## config.mk

```make
export PLATFORM = sky130hd
export DESIGN_NAME = q_update_ctrl
export DESIGN_NICKNAME = d
export VERILOG_FILES = /design/src/rtl/q_update_ctrl.sv
export SDC_FILE = /design/constraint.sdc
export NUM_CORES = 1
export LEC_CHECK = 0
export BUFFER_PORTS_ARGS = -buffer_cell sky130_fd_sc_hd__buf_2
export CAP_MARGIN = 10
export CORE_AREA = 2 2 153 155
export CTS_BUF_LIST = sky130_fd_sc_hd__clkbuf_8
export DETAILED_ROUTE_END_ITERATION = 10
export DIE_AREA = 0 0 155 157
export HOLD_SLACK_MARGIN = 0.03
export PLACE_DENSITY = 0.74
export SYNTH_ARGS = -nofsm -noshare
export SYNTH_HDL_FRONTEND = slang
export SYNTH_SLANG_ARGS = --single-unit
```

## constraint.sdc

```tcl
create_clock -name clk -period 2.2 [get_ports clk]
set_input_delay 0.11 -clock clk [delete_from_list [all_inputs] [get_ports clk]]
set_output_delay 0.11 -clock clk [all_outputs]
set_load 0.1 [all_outputs]
```

## src/rtl/q_update_ctrl.sv

```systemverilog
// Q-learning update sequencer: reads Q(s,a) and Q(s',*), finds max Q(s'), drives the update datapath, writes q_new back.
// Optional completed-update counter on upd_count is enabled by defining QCTRL_PERF_CNT_EN.
module q_update_ctrl #(
   parameter int STATE_W  = 4,
   parameter int ACTION_W = 2,
   parameter int ADDR_W   = STATE_W + ACTION_W
) (
   input  logic                clk,
   input  logic                rst_n,
   input  logic                req_valid,
   output logic                req_ready,
   input  logic [STATE_W-1:0]  req_state,
   input  logic [ACTION_W-1:0] req_action,
   input  logic [31:0]         req_reward,
   input  logic [STATE_W-1:0]  req_next_state,
   input  logic                req_terminal,
   input  logic [31:0]         cfg_alpha,
   input  logic [31:0]         cfg_gamma,
   output logic                mem_rd_en,
   output logic [ADDR_W-1:0]   mem_rd_addr,
   input  logic [31:0]         mem_rd_data,
   output logic                mem_wr_en,
   output logic [ADDR_W-1:0]   mem_wr_addr,
   output logic [31:0]         mem_wr_data,
   output logic [31:0]         dp_q_old,
   output logic [31:0]         dp_reward,
   output logic [31:0]         dp_max_q_next,
   output logic [31:0]         dp_alpha,
   output logic [31:0]         dp_gamma,
   input  logic [31:0]         dp_q_new,
   output logic                busy,
   output logic                done,
   output logic [15:0]         upd_count
);

   localparam int N_ACTIONS = 2**ACTION_W;
   localparam int IDX_W     = ACTION_W + 1;

   typedef enum logic [2:0] {IDLE, READ, DRAIN, CALC, WRITE} state_t;

   state_t              state, state_nxt;
   logic [STATE_W-1:0]  cur_s, nxt_s;
   logic [ACTION_W-1:0] cur_a;
   logic                term;
   logic [IDX_W-1:0]    rd_idx, cap_idx;
   logic                cap_vld;
   logic [31:0]         q_new_r;
   logic                read_last;
   logic [ACTION_W-1:0] rd_sel;

   assign read_last = term ? (rd_idx == '0) : (rd_idx == IDX_W'(N_ACTIONS));
   assign rd_sel    = ACTION_W'(rd_idx - IDX_W'(1));

   always_ff @(posedge clk or negedge rst_n) begin
      if (!rst_n) state <= IDLE;
      else        state <= state_nxt;
   end

   always_comb begin
      state_nxt   = state;
      req_ready   = 1'b0;
      busy        = 1'b1;
      mem_rd_en   = 1'b0;
      mem_rd_addr = '0;
      mem_wr_en   = 1'b0;
      mem_wr_addr = '0;
      mem_wr_data = '0;
      done        = 1'b0;
      case (state)
         IDLE: begin
            req_ready = 1'b1;
            busy      = 1'b0;
            if (req_valid) state_nxt = READ;
         end
         READ: begin
            mem_rd_en   = 1'b1;
            mem_rd_addr = (rd_idx == '0) ? {cur_s, cur_a} : {nxt_s, rd_sel};
            if (read_last) state_nxt = DRAIN;
         end
         DRAIN: state_nxt = CALC;
         CALC:  state_nxt = WRITE;
         WRITE: begin
            mem_wr_en   = 1'b1;
            mem_wr_addr = {cur_s, cur_a};
            mem_wr_data = q_new_r;
            done        = 1'b1;
            state_nxt   = IDLE;
         end
         default: state_nxt = IDLE;
      endcase
   end

   // Read data returns one cycle after the strobe, so the index travels with a one-cycle delay.
   always_ff @(posedge clk or negedge rst_n) begin
      if (!rst_n) begin
         cur_s         <= '0;
         cur_a         <= '0;
         nxt_s         <= '0;
         term          <= 1'b0;
         rd_idx        <= '0;
         cap_idx       <= '0;
         cap_vld       <= 1'b0;
         q_new_r       <= '0;
         dp_q_old      <= '0;
         dp_reward     <= '0;
         dp_max_q_next <= '0;
         dp_alpha      <= '0;
         dp_gamma      <= '0;
      end else begin
         cap_vld <= (state == READ);
         cap_idx <= rd_idx;
         case (state)
            IDLE: begin
               if (req_valid) begin
                  cur_s         <= req_state;
                  cur_a         <= req_action;
                  nxt_s         <= req_next_state;
                  term          <= req_terminal;
                  dp_reward     <= req_reward;
                  dp_alpha      <= cfg_alpha;
                  dp_gamma      <= cfg_gamma;
                  dp_max_q_next <= '0;
                  rd_idx        <= '0;
               end
            end
            READ:    rd_idx  <= rd_idx + IDX_W'(1);
            CALC:    q_new_r <= dp_q_new;
            default: ;
         endcase
         // The first Q(s',*) value seeds the max; later ones replace it only when strictly larger.
         if (cap_vld) begin
            if (cap_idx == '0)
               dp_q_old <= mem_rd_data;
            else if ((cap_idx == IDX_W'(1)) || ($signed(mem_rd_data) > $signed(dp_max_q_next)))
               dp_max_q_next <= mem_rd_data;
         end
      end
   end

`ifdef QCTRL_PERF_CNT_EN
   logic [15:0] upd_cnt_r;

   always_ff @(posedge clk or negedge rst_n) begin
      if (!rst_n)    upd_cnt_r <= '0;
      else if (done) upd_cnt_r <= upd_cnt_r + 16'd1;
   end

   assign upd_count = upd_cnt_r;
`else
   assign upd_count = '0;
`endif

endmodule

```

* Word level (Yosys, flattened, before mapping)
Index checks and enable logic that the tools add are counted.
** Word-level totals
- Bits in registers :: 213
- Input bits :: 174
- Output and inout bits :: 225
- Logic and storage cells :: 53
** Cells by class
- $add $sub $neg :: 2
- $lt $le $gt $ge :: 1
- Equality and inequality tests :: 8
- Mux-type cells :: 19
- Reductions and logical operators :: 9
** Operators by type and width (number)
- 32-bit 2-to-1 mux :: 6
- 32-bit > comparator :: 1
- 6-bit 2-to-1 mux :: 3
- 3-bit case mux with 4 select lines :: 1
- 3-bit logical NOT :: 3
- 3-bit 2-to-1 mux :: 3
- 2-bit AND reduction :: 4
- 3-bit by 1-bit equality test with 1-bit output (second input constant) :: 2
- 3-bit by 2-bit equality test with 1-bit output (second input constant) :: 2
- 3-bit equality test (second input constant) :: 2
- 3-bit case mux with 2 select lines :: 1
- 1-bit 2-to-1 mux :: 5
- 2-bit inequality test (second input constant) :: 2
- 3-bit by 1-bit adder with 3-bit output (second input constant) :: 1
- 2-bit nonzero test :: 1
- 2-bit by 1-bit subtractor with 2-bit output (second input constant) :: 1
- 1-bit logical OR :: 1

* Logic depth before layout (Yosys ltp)
- Depth after elaboration :: 5
- Mapped depth :: 10
- Gate-level depth less buffers :: 9

* Worst setup path before layout
Ideal clock, no wire load.
- Kind :: reg-to-output
- Start :: register state[1]
- End :: output busy
- Arrival time :: 3904 ps
- Required time :: 2090 ps
- Path slack :: -1814 ps
- Stages on the path, launching flop included :: 3
- Path buffers :: 0
- Cell sequence :: dfrtp_1 -> nor3_1 -> inv_1
** On the way
- Word-level cells in the longest chain between the ends :: 2
** RTL lines
- from (decl) :: line 41 : state_t state, state_nxt;
- from (signal assigned) :: line 56 : else state <= state_nxt;
- 3-bit logical NOT :: line 69 : case (state)
- 1-bit 2-to-1 mux :: line 69
- to (decl) :: line 31 : output logic busy,
Every way passes these cells.

* Final worst setup path
- Start :: register dp_max_q_next[21]
- End :: register dp_max_q_next[16]
** On the way
- Word-level cells in the longest chain between the ends :: 5
** RTL lines
- from (decl) :: line 27 : output logic [31:0] dp_max_q_next,
- from (signal assigned) :: line 135 : dp_max_q_next <= mem_rd_data;
- 32-bit > comparator :: line 134 : else if ((cap_idx == IDX_W'(1)) || ($signed(mem_rd_data) > $signed(dp_max_q_next)))
- 1-bit logical OR :: line 134
- 32-bit 2-to-1 mux :: line 134
- 32-bit 2-to-1 mux :: line 132 : if (cap_idx == '0)
- 32-bit 2-to-1 mux :: line 131 : if (cap_vld) begin
Every way passes these cells.
A chain may end at the register's enable or synchronous reset.

==> summary.log <==
INFO  sta            timing_worst_slew_pin_value=0.855ns
INFO  die            floorplan.die.height=157um
INFO  finish         final-instance-count-excl-fill=1944
INFO  route          initialDrtViolationCount=664
INFO  finish         area_delta_synth_final=69.7%
INFO  sta            max_freq=368MHz
INFO  job            cap_viol_max_count=0
INFO  sta            postLayoutSetupSlackWorst=-0.520ns
INFO  sta            worst_slew_margin_rel=43.0%
INFO  setup_path     cp_slowest_cell=dfrtp_4
INFO  place          dp_hpwl=20.4mm
INFO  synthesis      synth_largest_type_area_fraction=56.3%
INFO  synthesis      post_synth_fa_ha_maj_area_fraction=4.49%
INFO  outcome        run_status=finished with violations
INFO  synthesis      synth.top_cells.by_count=427 x nand2_1, 213 x dfrtp_1, 41 x nand3_1, 40 x clkbuf_1, 39 x and2_1
INFO  setup_path     critPathMaxStageDelay=0.43ns
INFO  clock_tree     insertion_delay=0.52ns
INFO  route          routed_wire_length_per_instance=18.7um
INFO  global_routing grt_use_total=29.1%
INFO  sta            min_period=2.72ns
INFO  global_routing first_global_vias=10.6k
INFO  route          drc_errors=0
INFO  hold_path      holdCritPathClass=in -> async
INFO  sta            report.final.slew_viol_count=0
INFO  clock_tree     ctsHtreeMaxLevel=2
INFO  global_routing largest_net_degree_at_the_start_of_global_routing=81
INFO  synthesis      synth_cell_type_count=43
INFO  die            placement_rows=55
INFO  synthesis      synth.most_common_cell=nand2_1
INFO  route          drt-total-wl=36.4mm
INFO  die            die_width=155um
INFO  route          detail-route-antenna-nets=0
INFO  route          post_drt_via_cell_ratio=5.09
INFO  synthesis      postSynth.asyncResetShare=100%
INFO  place          gp_congestion=0.834
INFO  setup_path     cp_common_cell=buf_4
INFO  setup_path     critPathTopFamily=buffers and inverters
INFO  synthesis      combinational_family_with_the_most_area_after_synthesis=simple AND/OR/NAND/NOR gates
INFO  finish         drive_above_1_share=41.1%
INFO  setup_path     critical_path_class=reg -> reg
INFO  synthesis      synth_seq_area_share=56.3%
INFO  synthesis      postSynthRegisterBits=213
INFO  synthesis      syn_area=9470um^2
INFO  synthesis      synth-compound-area-share=5.62%
INFO  setup_path     crit_path_end_kind=register
INFO  place          place.port_buffers=382
INFO  die            floorplan.initialDensity=42.1%
INFO  clock_tree     numCtsBuffers=37
INFO  synthesis      main_flop_type_after_synthesis=dfrtp_1
INFO  synthesis      yosys.area_share.xor_xnor=0.185%
INFO  synthesis      synth_enable_flop_cells=0
INFO  outcome        violations=setup timing
INFO  setup_path     arrival=3.12ns
INFO  sta            setup_repair_after_global_routing_missed_its_margin=yes
INFO  setup_path     worst-path-max-fanout=5
INFO  place          numPlacedInstances=1691
INFO  route          routed-via-count=9897
INFO  synthesis      yosysTopAreaCell=dfrtp_1
INFO  die            die_area=24300um^2
INFO  global_routing grt_antenna_before_repair=2
INFO  die            floorplan.io_pins=399
INFO  setup_path     cp_cell_sequence=inv_4 -> ha_4 -> nand4_1 -> buf_4 -> nor4_4 -> buf_4 -> o31ai_4 -> a311o_2 -> a21oi_4 -> buf_6 -> clkbuf_16 -> o2bb2ai_2
INFO  sta            min_period_over_period=124%
INFO  synthesis      syn-instance-count=1000
INFO  synthesis      average_instance_area_after_synthesis=9.47um^2
INFO  sta            clock-skew-final=0.0167ns
INFO  synthesis      main_area_contributors_after_synthesis=dfrtp_1 56%, nand2_1 17%, ha_1 4.5%
INFO  global_routing wire_length_of_the_first_global_routing_pass=55.6mm
INFO  setup_path     critical_path.n_buffers_inverters=5
INFO  sta            setup-violations-final=32
INFO  clock_tree     clock_tree.buffer_depth=3
INFO  route          detailedRoute.firstPassIterationCount=5
INFO  setup_path     cp.required=2.60ns
INFO  setup_path     setup.worst_path.start_class=register
INFO  die            core_area=22500um^2
INFO  synthesis      synth-simple-area-share=23.9%
INFO  clock_tree     cts_tree=built
INFO  synthesis      yosys_warning_count=0
INFO  clock_tree     cts.sinks=213
INFO  finish         layout.nets=1837
INFO  sta            hold_violations=0
INFO  clock_tree     clk_pin_slew=0.06ns
INFO  synthesis      synthMuxAreaShare=4.23%
INFO  clock_tree     root_buffer=clkbuf_8
INFO  global_routing grt_remaining_overflow=0
[per-layer routing]
metal | part of all wire [%] | up-vias | global-route usage (%)
met1 | 37 | 4794 | 32.8
met2 | 51 | 495 | 50.5
li1 | - | 4447 | -
met5 | 0 | - | 0
met4 | 5.3 | 0 | 16.3
met3 | 7.0 | 161 | 7.60
[per-stage QoR]
stage          worst slack, ns  hold slack (ns)  utilization, %  TNS, ns  cell area, um^2
2_1_floorplan           -0.352           -0.186               -   -12.06             9870
3_3_place_gp            -0.296           0.0746            57.9    -8.62            13000
3_5_place_dp            -0.451           0.0750            57.9   -13.04            13000
4_1_cts                 -0.351            0.113            70.9   -10.25            16000
5_1_grt                 -0.538            0.123            71.4   -16.01            16100
6_report                -0.520            0.115            71.4   -15.33            16100
[cells by family (layout without fill, tap and decap cells)]
| family | count (synthesis) | count (layout) |
|---|---|---|
| AOI/OAI and AO/OA | 66 | 66 |
| xor gates and xnor gates | 2 | 2 |
| adders and majority gates | 34 | 34 |
| buffers and inverters | 106 | 746 |
| DFF | 213 | 213 |
| muxes | 36 | 36 |
| other | 1 | 20 |
| and+or+nand+nor | 542 | 542 |
[layout make-up]
class                   count  area (um^2)
multi-input cells         696         4250
clock inverters            12         57.6
inverters                  38          149
flip-flops and latches    213         5430
repair buffers            643         5080
fillers                  1435         6430
diodes                      4         10.0
well taps                 285          357
clock buffers              53          729
[worst reg2reg max path, cell delays in order, from the launching register on]
cell and delay, ns:
dfrtp_4 0.43, inv_4 0.06, ha_4 0.29, nand4_1 0.19, buf_4 0.21, nor4_4 0.22
buf_4 0.18, o31ai_4 0.10, a311o_2 0.38, a21oi_4 0.20, buf_6 0.15, clkbuf_16 0.15
o2bb2ai_2 0.05
[timing repair]
action                     CTS  global route
gates resized for setup     46            19
setup buffers                8             1
hold endpoints to repair   417             0
setup endpoints to repair   40            39
pin swaps                    5             4
gates cloned                 2             1
hold buffers               173             0
[cell usage in the layout, fill, tap and decap left out, types with 6 or more instances in the layout]
cell / instances
ha_1: 22
dfrtp_1: 181
buf_2: 334
and2_1: 29
dlygate4sd3_1: 173
dfrtp_2: 8
buf_12: 46
mux2_2: 32
conb_1: 16
clkbuf_8: 53
inv_1: 36
nand2_1: 425
nand3_1: 40
a21oi_1: 10
inv_2: 6
ha_4: 12
nand4_1: 7
nor2_1: 12
dfrtp_4: 24
and2_2: 9
o2bb2ai_2: 26
buf_4: 82
[path summary, 6_finish.rpt]
kind	from	to	slack, ns	cells past startpoint
max in group asynchronous	rst_n	dp_reward[10]	1.36	3
max	dp_max_q_next[21]	dp_max_q_next[16]	-0.52	12
min reg2reg	rd_idx[1]	cap_idx[1]	0.40	0
min in group clk	cfg_alpha[13]	dp_alpha[13]	0.32	4
max reg2reg	dp_max_q_next[21]	dp_max_q_next[16]	-0.52	12
min	rst_n	dp_q_old[13]	0.11	2
[state kept, by name, summed over array words and instances, names as in the netlist]
register,flops
dp_max_q_next,32
dp_gamma,32
q_new_r,32
rd_idx,3
cur_a,2
dp_reward,32
dp_alpha,32
nxt_s,4
cap_vld,1
cap_idx,3
state,3
dp_q_old,32
cur_s,4
term,1
Power is left out: the tool's default activity adds up to more than one toggle a clock period on the data nets, which glitch-free logic cannot reach.
